===== src/rtl/clk_en_pkg.sv =====
// Shared types and constants for the clock-enable controller.
//   state_t           controller states
//   DEFAULT_DIV_BOARD tick period used on the board (clk cycles)
//   SIM_DIV           short period handy for simulation builds
//   onehot()          index -> one-hot vector (caller narrows to its width)
package clk_en_pkg;

    typedef enum logic [1:0] {
        IDLE = 2'd0,
        RUN  = 2'd1,
        SHOT = 2'd2
    } state_t;

    localparam int unsigned DEFAULT_DIV_BOARD = 100000;
    localparam int unsigned SIM_DIV           = 4;

    function automatic logic [31:0] onehot(input logic [31:0] idx);
        onehot = 32'd1 << idx;
    endfunction

endpackage


===== src/rtl/clk_en_div_core.sv =====
// Period counter with terminal-count compare and registered tick.
//   clk, reset  system clock, synchronous active-high reset
//   enable      count while high
//   clear       force count and tick to zero (wins over enable)
//   div         period in clk cycles, never zero
//   wrap        terminal count reached this cycle (tick issued at this edge)
//   clk_en      registered one-cycle tick
module clk_en_div_core #(
    parameter int unsigned CNT_W = 17
) (
    input  logic             clk,
    input  logic             reset,
    input  logic             enable,
    input  logic             clear,
    input  logic [CNT_W-1:0] div,
    output logic             wrap,
    output logic             clk_en
);

    logic [CNT_W-1:0] count;

    assign wrap = enable && !clear && (count == div - CNT_W'(1));

    always_ff @(posedge clk) begin
        if (reset) begin
            count  <= '0;
            clk_en <= 1'b0;
        end else if (clear) begin
            count  <= '0;
            clk_en <= 1'b0;
        end else if (wrap) begin
            count  <= '0;
            clk_en <= 1'b1;
        end else if (enable) begin
            count  <= count + CNT_W'(1);
            clk_en <= 1'b0;
        end else begin
            clk_en <= 1'b0;
        end
    end

endmodule


===== src/rtl/clk_en_ctrl.sv =====
// Programmable clock-enable controller: periodic or one-shot ticks,
// round-robined across NSLOT consumers.
//   clk, reset        system clock, synchronous active-high reset
//   cfg_valid/cfg_div period load request (0 means 1); cfg_ready accepts it
//   start, oneshot    begin ticking from IDLE; oneshot selects single pulse
//   stop              halt ticking, back to IDLE
//   busy              RUN or SHOT
//   clk_en            one-cycle tick
//   slot, slot_en     consumer served by the current/next tick, one-hot steer
//
// state | meaning
// IDLE  | no ticks; period loads go straight to div_reg
// RUN   | periodic ticks every div_reg cycles; loads wait in pend until a wrap
// SHOT  | one tick after div_reg cycles, then IDLE
module clk_en_ctrl
    import clk_en_pkg::*;
#(
    parameter int unsigned CNT_W       = 17,
    parameter int unsigned DEFAULT_DIV = DEFAULT_DIV_BOARD,
    parameter int unsigned NSLOT       = 4,
    parameter int unsigned SLOT_W      = 2
) (
    input  logic              clk,
    input  logic              reset,
    input  logic              cfg_valid,
    input  logic [CNT_W-1:0]  cfg_div,
    output logic              cfg_ready,
    input  logic              start,
    input  logic              oneshot,
    input  logic              stop,
    output logic              busy,
    output logic              clk_en,
    output logic [SLOT_W-1:0] slot,
    output logic [NSLOT-1:0]  slot_en
);

    state_t           state;
    logic [CNT_W-1:0] div_reg;
    logic [CNT_W-1:0] pend;
    logic             pend_vld;
    logic             xfer;
    logic             wrap;
    logic             enable;
    logic             clear;
    logic             to_idle;
    logic [NSLOT-1:0] slot_oh;

    function automatic logic [CNT_W-1:0] nonzero(input logic [CNT_W-1:0] v);
        return (v == '0) ? CNT_W'(1) : v;
    endfunction

    assign cfg_ready = !pend_vld;
    assign xfer      = cfg_valid && cfg_ready;
    assign enable    = (state != IDLE);
    // Start and stop both restart the count; stop beats start in IDLE.
    assign clear     = (state == IDLE) ? (start && !stop) : stop;
    assign to_idle   = stop || ((state == SHOT) && wrap);

    clk_en_div_core #(.CNT_W(CNT_W)) u_div_core (
        .clk    (clk),
        .reset  (reset),
        .enable (enable),
        .clear  (clear),
        .div    (div_reg),
        .wrap   (wrap),
        .clk_en (clk_en)
    );

    always_ff @(posedge clk) begin
        if (reset) begin
            state    <= IDLE;
            busy     <= 1'b0;
            div_reg  <= CNT_W'(DEFAULT_DIV);
            pend     <= '0;
            pend_vld <= 1'b0;
        end else begin
            case (state)
                IDLE: begin
                    if (xfer) div_reg <= nonzero(cfg_div);
                    if (start && !stop) begin
                        state <= oneshot ? SHOT : RUN;
                        busy  <= 1'b1;
                    end
                end
                RUN, SHOT: begin
                    if (to_idle) begin
                        state    <= IDLE;
                        busy     <= 1'b0;
                        // A load arriving on the exit edge is the newest value.
                        if (xfer)          div_reg <= nonzero(cfg_div);
                        else if (pend_vld) div_reg <= pend;
                        pend_vld <= 1'b0;
                    end else begin
                        if (wrap && pend_vld) begin
                            div_reg  <= pend;
                            pend_vld <= 1'b0;
                        end
                        // xfer implies !pend_vld, so this never collides with the load above.
                        if (xfer) begin
                            pend     <= nonzero(cfg_div);
                            pend_vld <= 1'b1;
                        end
                    end
                end
                default: begin
                    state <= IDLE;
                    busy  <= 1'b0;
                end
            endcase
        end
    end

    always_ff @(posedge clk) begin
        if (reset)
            slot <= '0;
        else if (clk_en)
            slot <= (slot == SLOT_W'(NSLOT - 1)) ? '0 : slot + SLOT_W'(1);
    end

    assign slot_oh = NSLOT'(onehot(32'(slot)));
    assign slot_en = clk_en ? slot_oh : '0;

endmodule


===== config.mk =====
export PLATFORM = sky130hd
export DESIGN_NAME = clk_en_ctrl
export DESIGN_NICKNAME = d
export VERILOG_FILES = /design/src/rtl/clk_en_pkg.sv /design/src/rtl/clk_en_div_core.sv /design/src/rtl/clk_en_ctrl.sv
export SDC_FILE = /design/constraint.sdc
export NUM_CORES = 1
export LEC_CHECK = 0
export BUFFER_PORTS_ARGS = -buffer_cell sky130_fd_sc_hd__buf_2
export CAP_MARGIN = 30
export CORE_UTILIZATION = 45
export DETAILED_ROUTE_END_ITERATION = 10
export GPL_ROUTABILITY_DRIVEN = 0
export GPL_TIMING_DRIVEN = 0
export PLACE_DENSITY = 0.75
export SLEW_MARGIN = 10
export SYNTH_ARGS = -nofsm -noshare
export SYNTH_HDL_FRONTEND = slang
export SYNTH_SLANG_ARGS = --single-unit

===== constraint.sdc =====
create_clock -name clk -period 2.8 [get_ports clk]
set_input_delay 0.28 -clock clk [delete_from_list [all_inputs] [get_ports clk]]
set_output_delay 0.28 -clock clk [all_outputs]
set_load 0.1 [all_outputs]

======== Word level (Yosys, flattened, before mapping) ========
Index checks and enable logic that the tools add are counted.
word-level totals
  flip-flop bits (word level) ............. 58
  input bits .............................. 23
  output and inout port bits .............. 9
operators by class
  add/sub/neg operators ................... 3
  eq/ne operators ......................... 9
  shift operators ......................... 1
  muxes and demuxes ....................... 21
  bitwise gates (word level) .............. 1
  reduce and logical (&&, ||, !) cells .... 22
operators with widths
  operator                                                              number
  17-bit two-way mux                                                    6
  17-bit one-hot mux with 2 select lines                                1
  17-bit by 1-bit adder with 17-bit output, second input constant       1
  17-bit equality test                                                  1
  17-bit logical NOT                                                    1
  17-bit by 1-bit subtractor with 17-bit output, second input constant  1
  2-bit two-way mux                                                     4
  1-bit two-way mux                                                     7
  1-bit logical AND                                                     6
  2-bit equality test, second input constant                            2
  4-bit two-way mux                                                     1
  2-bit != test, second input constant                                  2
  4-bit != test, second input constant                                  1
  2-bit one-hot mux with 2 select lines                                 1
  2-bit AND reduction                                                   2
  4-bit AND reduction                                                   1
  2-bit nonzero test                                                    2
  2-bit OR reduction                                                    2
  1-bit by 2-bit left shift with 4-bit output, first input constant     1
  1-bit logical NOT                                                     3
  3-bit != test, second input constant                                  1
  3-bit AND reduction                                                   1
  3-bit nonzero test                                                    1
  3-bit OR reduction                                                    1
  7 further kinds                                                       7

======== Logic depth before layout (Yosys ltp) ========
  depth after elaboration ................. 10
  depth in mapped cells ................... 12
  mapped depth without buffers ............ 10

======== Cells and area by module ========
Synthesis repeated with hierarchy kept, for this count alone.
second synthesis, totals
  cell total of the unflattened synthesis .. 417
  area total of the unflattened synthesis .. 3,524.6 um2
by module, submodules not included
  module           times used  cells an instance  area each (um2)  sequential area each (um2)
  clk_en_ctrl      1           227                2,021.9          800.8
  clk_en_div_core  1           190                1,502.7          360.3

======== Worst setup path after synthesis ========
OpenSTA, ideal clock, no wires.
  path type ............................... register -> register
  from .................................... register div_reg[7]
  to ...................................... register pend[10]
  setup time .............................. 128 ps
  data arrival time ....................... 2,967 ps
  path slack .............................. -294 ps
  stages on the path, launching flop included .. 12
  buffers on the path ..................... 3
  clock period less this slack ............ 3,094 ps
  cell sequence ........................... dfxtp_1 > buf_2 > or4_4 > nor4_2 > mux2_2 > a211oi_2 > nor4b_4 > a211oi_1 > buf_4 > buf_4 > mux2i_1 > nor2_1
between the ends
  cells in the longest elaborated chain, start to end .. 7
RTL lines
  item                                           RTL line               source
  start, declared                                clk_en_ctrl.sv:38      logic [CNT_W-1:0] div_reg;
  start signal, assigned                         clk_en_ctrl.sv:73      div_reg <= CNT_W'(DEFAULT_DIV);
  start signal, assigned                         clk_en_ctrl.sv:79      if (xfer) div_reg <= nonzero(cfg_div);
  start signal, assigned                         clk_en_ctrl.sv:90      if (xfer) div_reg <= nonzero(cfg_div);
  17-bit by 1-bit subtractor with 17-bit output  clk_en_div_core.sv:22  assign wrap = enable && !clear && (count == div - CNT_W'(1));
  17-bit equality test                           clk_en_div_core.sv:22
  1-bit logical AND                              clk_en_div_core.sv:22
  1-bit logical AND                              clk_en_ctrl.sv:57      assign to_idle = stop || ((state == SHOT) && wrap);
  1-bit logical OR                               clk_en_ctrl.sv:57
  1-bit inverter (no line)                       n/a
  3-bit AND reduction (no line)                  n/a
  end signal, assigned                           clk_en_ctrl.sv:100     pend <= nonzero(cfg_div);
  end, declared                                  clk_en_ctrl.sv:39      logic [CNT_W-1:0] pend;
No other way between the ends.
A chain may end at the register's enable or synchronous reset.

======== Worst setup path after layout ========
  from .................................... register div_reg[2]
  to ...................................... register pend[6]
The elaborated chain is that of the path after synthesis.

==> metrics.yaml <==
status:
  status: "finished with violations"
  violations: "setup timing"
worst_setup_path:
  cp.arrival_ns: 3.36
  startpoint_type: "flip-flop"
  criticalPathCategory: "flip-flop to flip-flop"
  cp_data_required_time_ns: 3.03
  critPathCaptureType: "flip-flop"
  cp_max_fo: 10
timing:
  clock_skew_ns: 0.0147
  slew_headroom_pct: 54.1
  period_share_pct: 112
  finalHoldViolations: 0
  worstMarginPinSlew_ns: 0.689
  drv_slew: 0
  rsz0062_at_grt: "yes"
  finalSetupViolCount: 47
  min_period_ns: 3.13
  fmax_mhz: 320
  setup_ws_ns: -0.327
cts:
  cts_buffer_depth: 2
  cts_buffers: 9
  clkLatencyLatePin_ns: 0.36
  cts.clk_slew.worst_paths_ns: 0.07
  holdBufCountCts: 0
  htreeDepth: 3
  clkSinkCount: 58
  root_buffer: "clkbuf_8"
  cts_tree: "yes"
power:
  cellPowerDensity_nw_per_um2: 553
  peakVddDrop_uv: 373
  power.leakage_nw: 1.57
yosys:
  ys_warn_count: 0
  synth_cells: 384
  avgSynthCellArea_um2: 8.67
  synth_top_area_cell: "dfxtp_1"
  syn_area_um2: 3330
  synth_flop_cell: "dfxtp_1"
  synth_edf_count: 0
  yosys-top-cells-count: "61 x nor2_1, 58 x dfxtp_1, 34 x mux2i_1, 21 x xor2_1, 18 x xnor2_1"
  async_reset_ff_share_pct: 0
  synth_most_common_cell: "nor2_1"
  synth_top_area_share_pct: 34.9
  postSynthNetCount: 415
  synth-seq-area-share_pct: 34.9
  synth.distinct_cells: 56
  synth_area_leaders: "dfxtp_1 35%, mux2i_1 10%, nor2_1 6.9%"
  ys_ff_latch: 58
grt:
  grt_usage_pct: 24.8
  grt_max_degree: 12
  overflow: 0
  grt_pass1_wl_um: 14400
  antenna_found_initial: 0
  grt_pass1_vias: 3011
cells_and_area:
  layout.nets: 480
  instances_no_fill: 550
  antenna_cells: 0
  area_growth_pct: 31.8
  final_layout_size_suffix_gt1_share_pct: 30.4
  stdcell_area_um2: 4390
place:
  portBuffers: 30
  dp.cells: 510
  placed_area_um2: 3660
  pre_cts_ws_ns: -0.636
  post-dp-hpwl_um: 5630
floorplanning:
  dieArea_um2: 7750
  start_util_pct: 47.7
  core_area_um2: 6980
  fp.dieW_um: 88.0
  rows: 30
  io_pins: 32
  die_h_um: 88.0
drt:
  wl_per_cell_um: 16.4
  viasPerCell: 5.67
  dr.pass1.iters: 5
  drtIter0Drc: 194
  drcViolationCount: 0
  wirelength_um: 9040
  ant_nets: 0
  dr_total_vias: 3118
min_path:
  holdCritPathClass: "primary input to flip-flop"
job:
  max-cap-violations: 0
## cell usage in the layout (no fill, tap or decap), types with 3 or more instances in the layout
cell        synthesis  routed
buf_6               1       9
xnor2_1            18      18
mux2i_1            34      26
buf_8               0       3
ha_1                8       7
nor4_4              0       3
a211oi_1           13       4
nor2_1             61      56
and2_1              6       6
nor3_1             13       9
nor4_1              8       6
nor3_4              0       3
nand4_1             5       5
nor2b_1             6       6
clkinvlp_4          0       3
inv_1              10       8
buf_4               4      20
and3_1              7       7
clkbuf_8            0      10
clkbuf_1            7       6
dfxtp_4             0       6
or3_1               5       4
a211oi_2            1       8
o21ai_0            10       8
nand3_1            12      12
dfxtp_1            58      50
mux2i_2             0       7
nor2_2              0       4
buf_2               6      31
xor2_1             21      21
nand2_1            11      11
nand3b_1            4       4
a21oi_1            14      12
## logic make-up (layout without fill, tap and decap cells)
family	after synthesis	after routing	share of synthesized area, %
fa+ha+maj	8	8	3.01
xor+xnor	39	39	10.3
compound gates	57	57	11.8
buf+inv	29	99	4.17
mux	35	35	10.6
simple gates	158	158	25.4
flops	58	58	34.9
## stage by stage
step	util, %	power (mW)	setup TNS, ns	hold WS [ns]
floorplan	-	1.30	-0.300	0.427
global placement	52.4	1.41	-24.01	0.462
detailed placement	52.4	1.42	-27.95	0.473
CTS	61.4	2.34	-7.02	0.196
global route	62.9	2.52	-11.67	0.213
finish	62.9	2.43	-8.40	0.191
## worst max-delay path, cell delays in order (launching register included)
cell      delay (ns)
dfxtp_1         0.30
buf_2           0.21
or3_1           0.43
nor4_4          0.29
mux2_4          0.34
a211oi_4        0.34
nor4b_4         0.11
a211oi_2        0.24
buf_4           0.18
buf_6           0.13
buf_12          0.13
mux2i_2         0.25
nor2_1          0.06
## final cells by class
cell class / instances / area [um^2]
clock buffers: 10 / 138
flip-flops and latches: 58 / 1190
inverters: 10 / 37.5
well taps: 96 / 120
plain buffers: 14 / 95.1
repair buffers: 59 / 458
clock inverters: 6 / 66.3
multi-input cells: 297 / 2290
fillers: 586 / 2590
## final timing paths
check | endpoint | slack, ns | depth (start not counted) | from
hold reg to reg | state[0] | 0.49 | 2 | state[0]
hold / removal | pend[16] | 0.19 | 3 | cfg_div[16]
setup / recovery | pend[6] | -0.33 | 12 | div_reg[2]
setup reg to reg | pend[6] | -0.33 | 12 | div_reg[2]
## routing by layer
metal  part of all wire (%)  routed length [um]  global-route usage, %  vias to the layer above
met4                    3.6                 329                   10.3                        0
met5                      0                   0                      0                        -
li1                       -                   -                      -                     1509
met1                     43                3890                   28.8                     1475
met3                    4.3                 390                   5.09                       30
met2                     49                4430                   44.4                      104
## power breakdown
part	internal, mW	switching (mW)
logic	0.304	0.365
clock network	0.434	0.373
registers	0.878	0.0719
total	1.62	0.810
## what timing repair did
item,in CTS,in global routing
pin swaps,13,17
setup buffers,18,9
gates cloned,5,0
endpoints found under the setup margin,56,56
gates resized for setup,57,28
No activity file was read; power rests on OpenSTA's default activity.
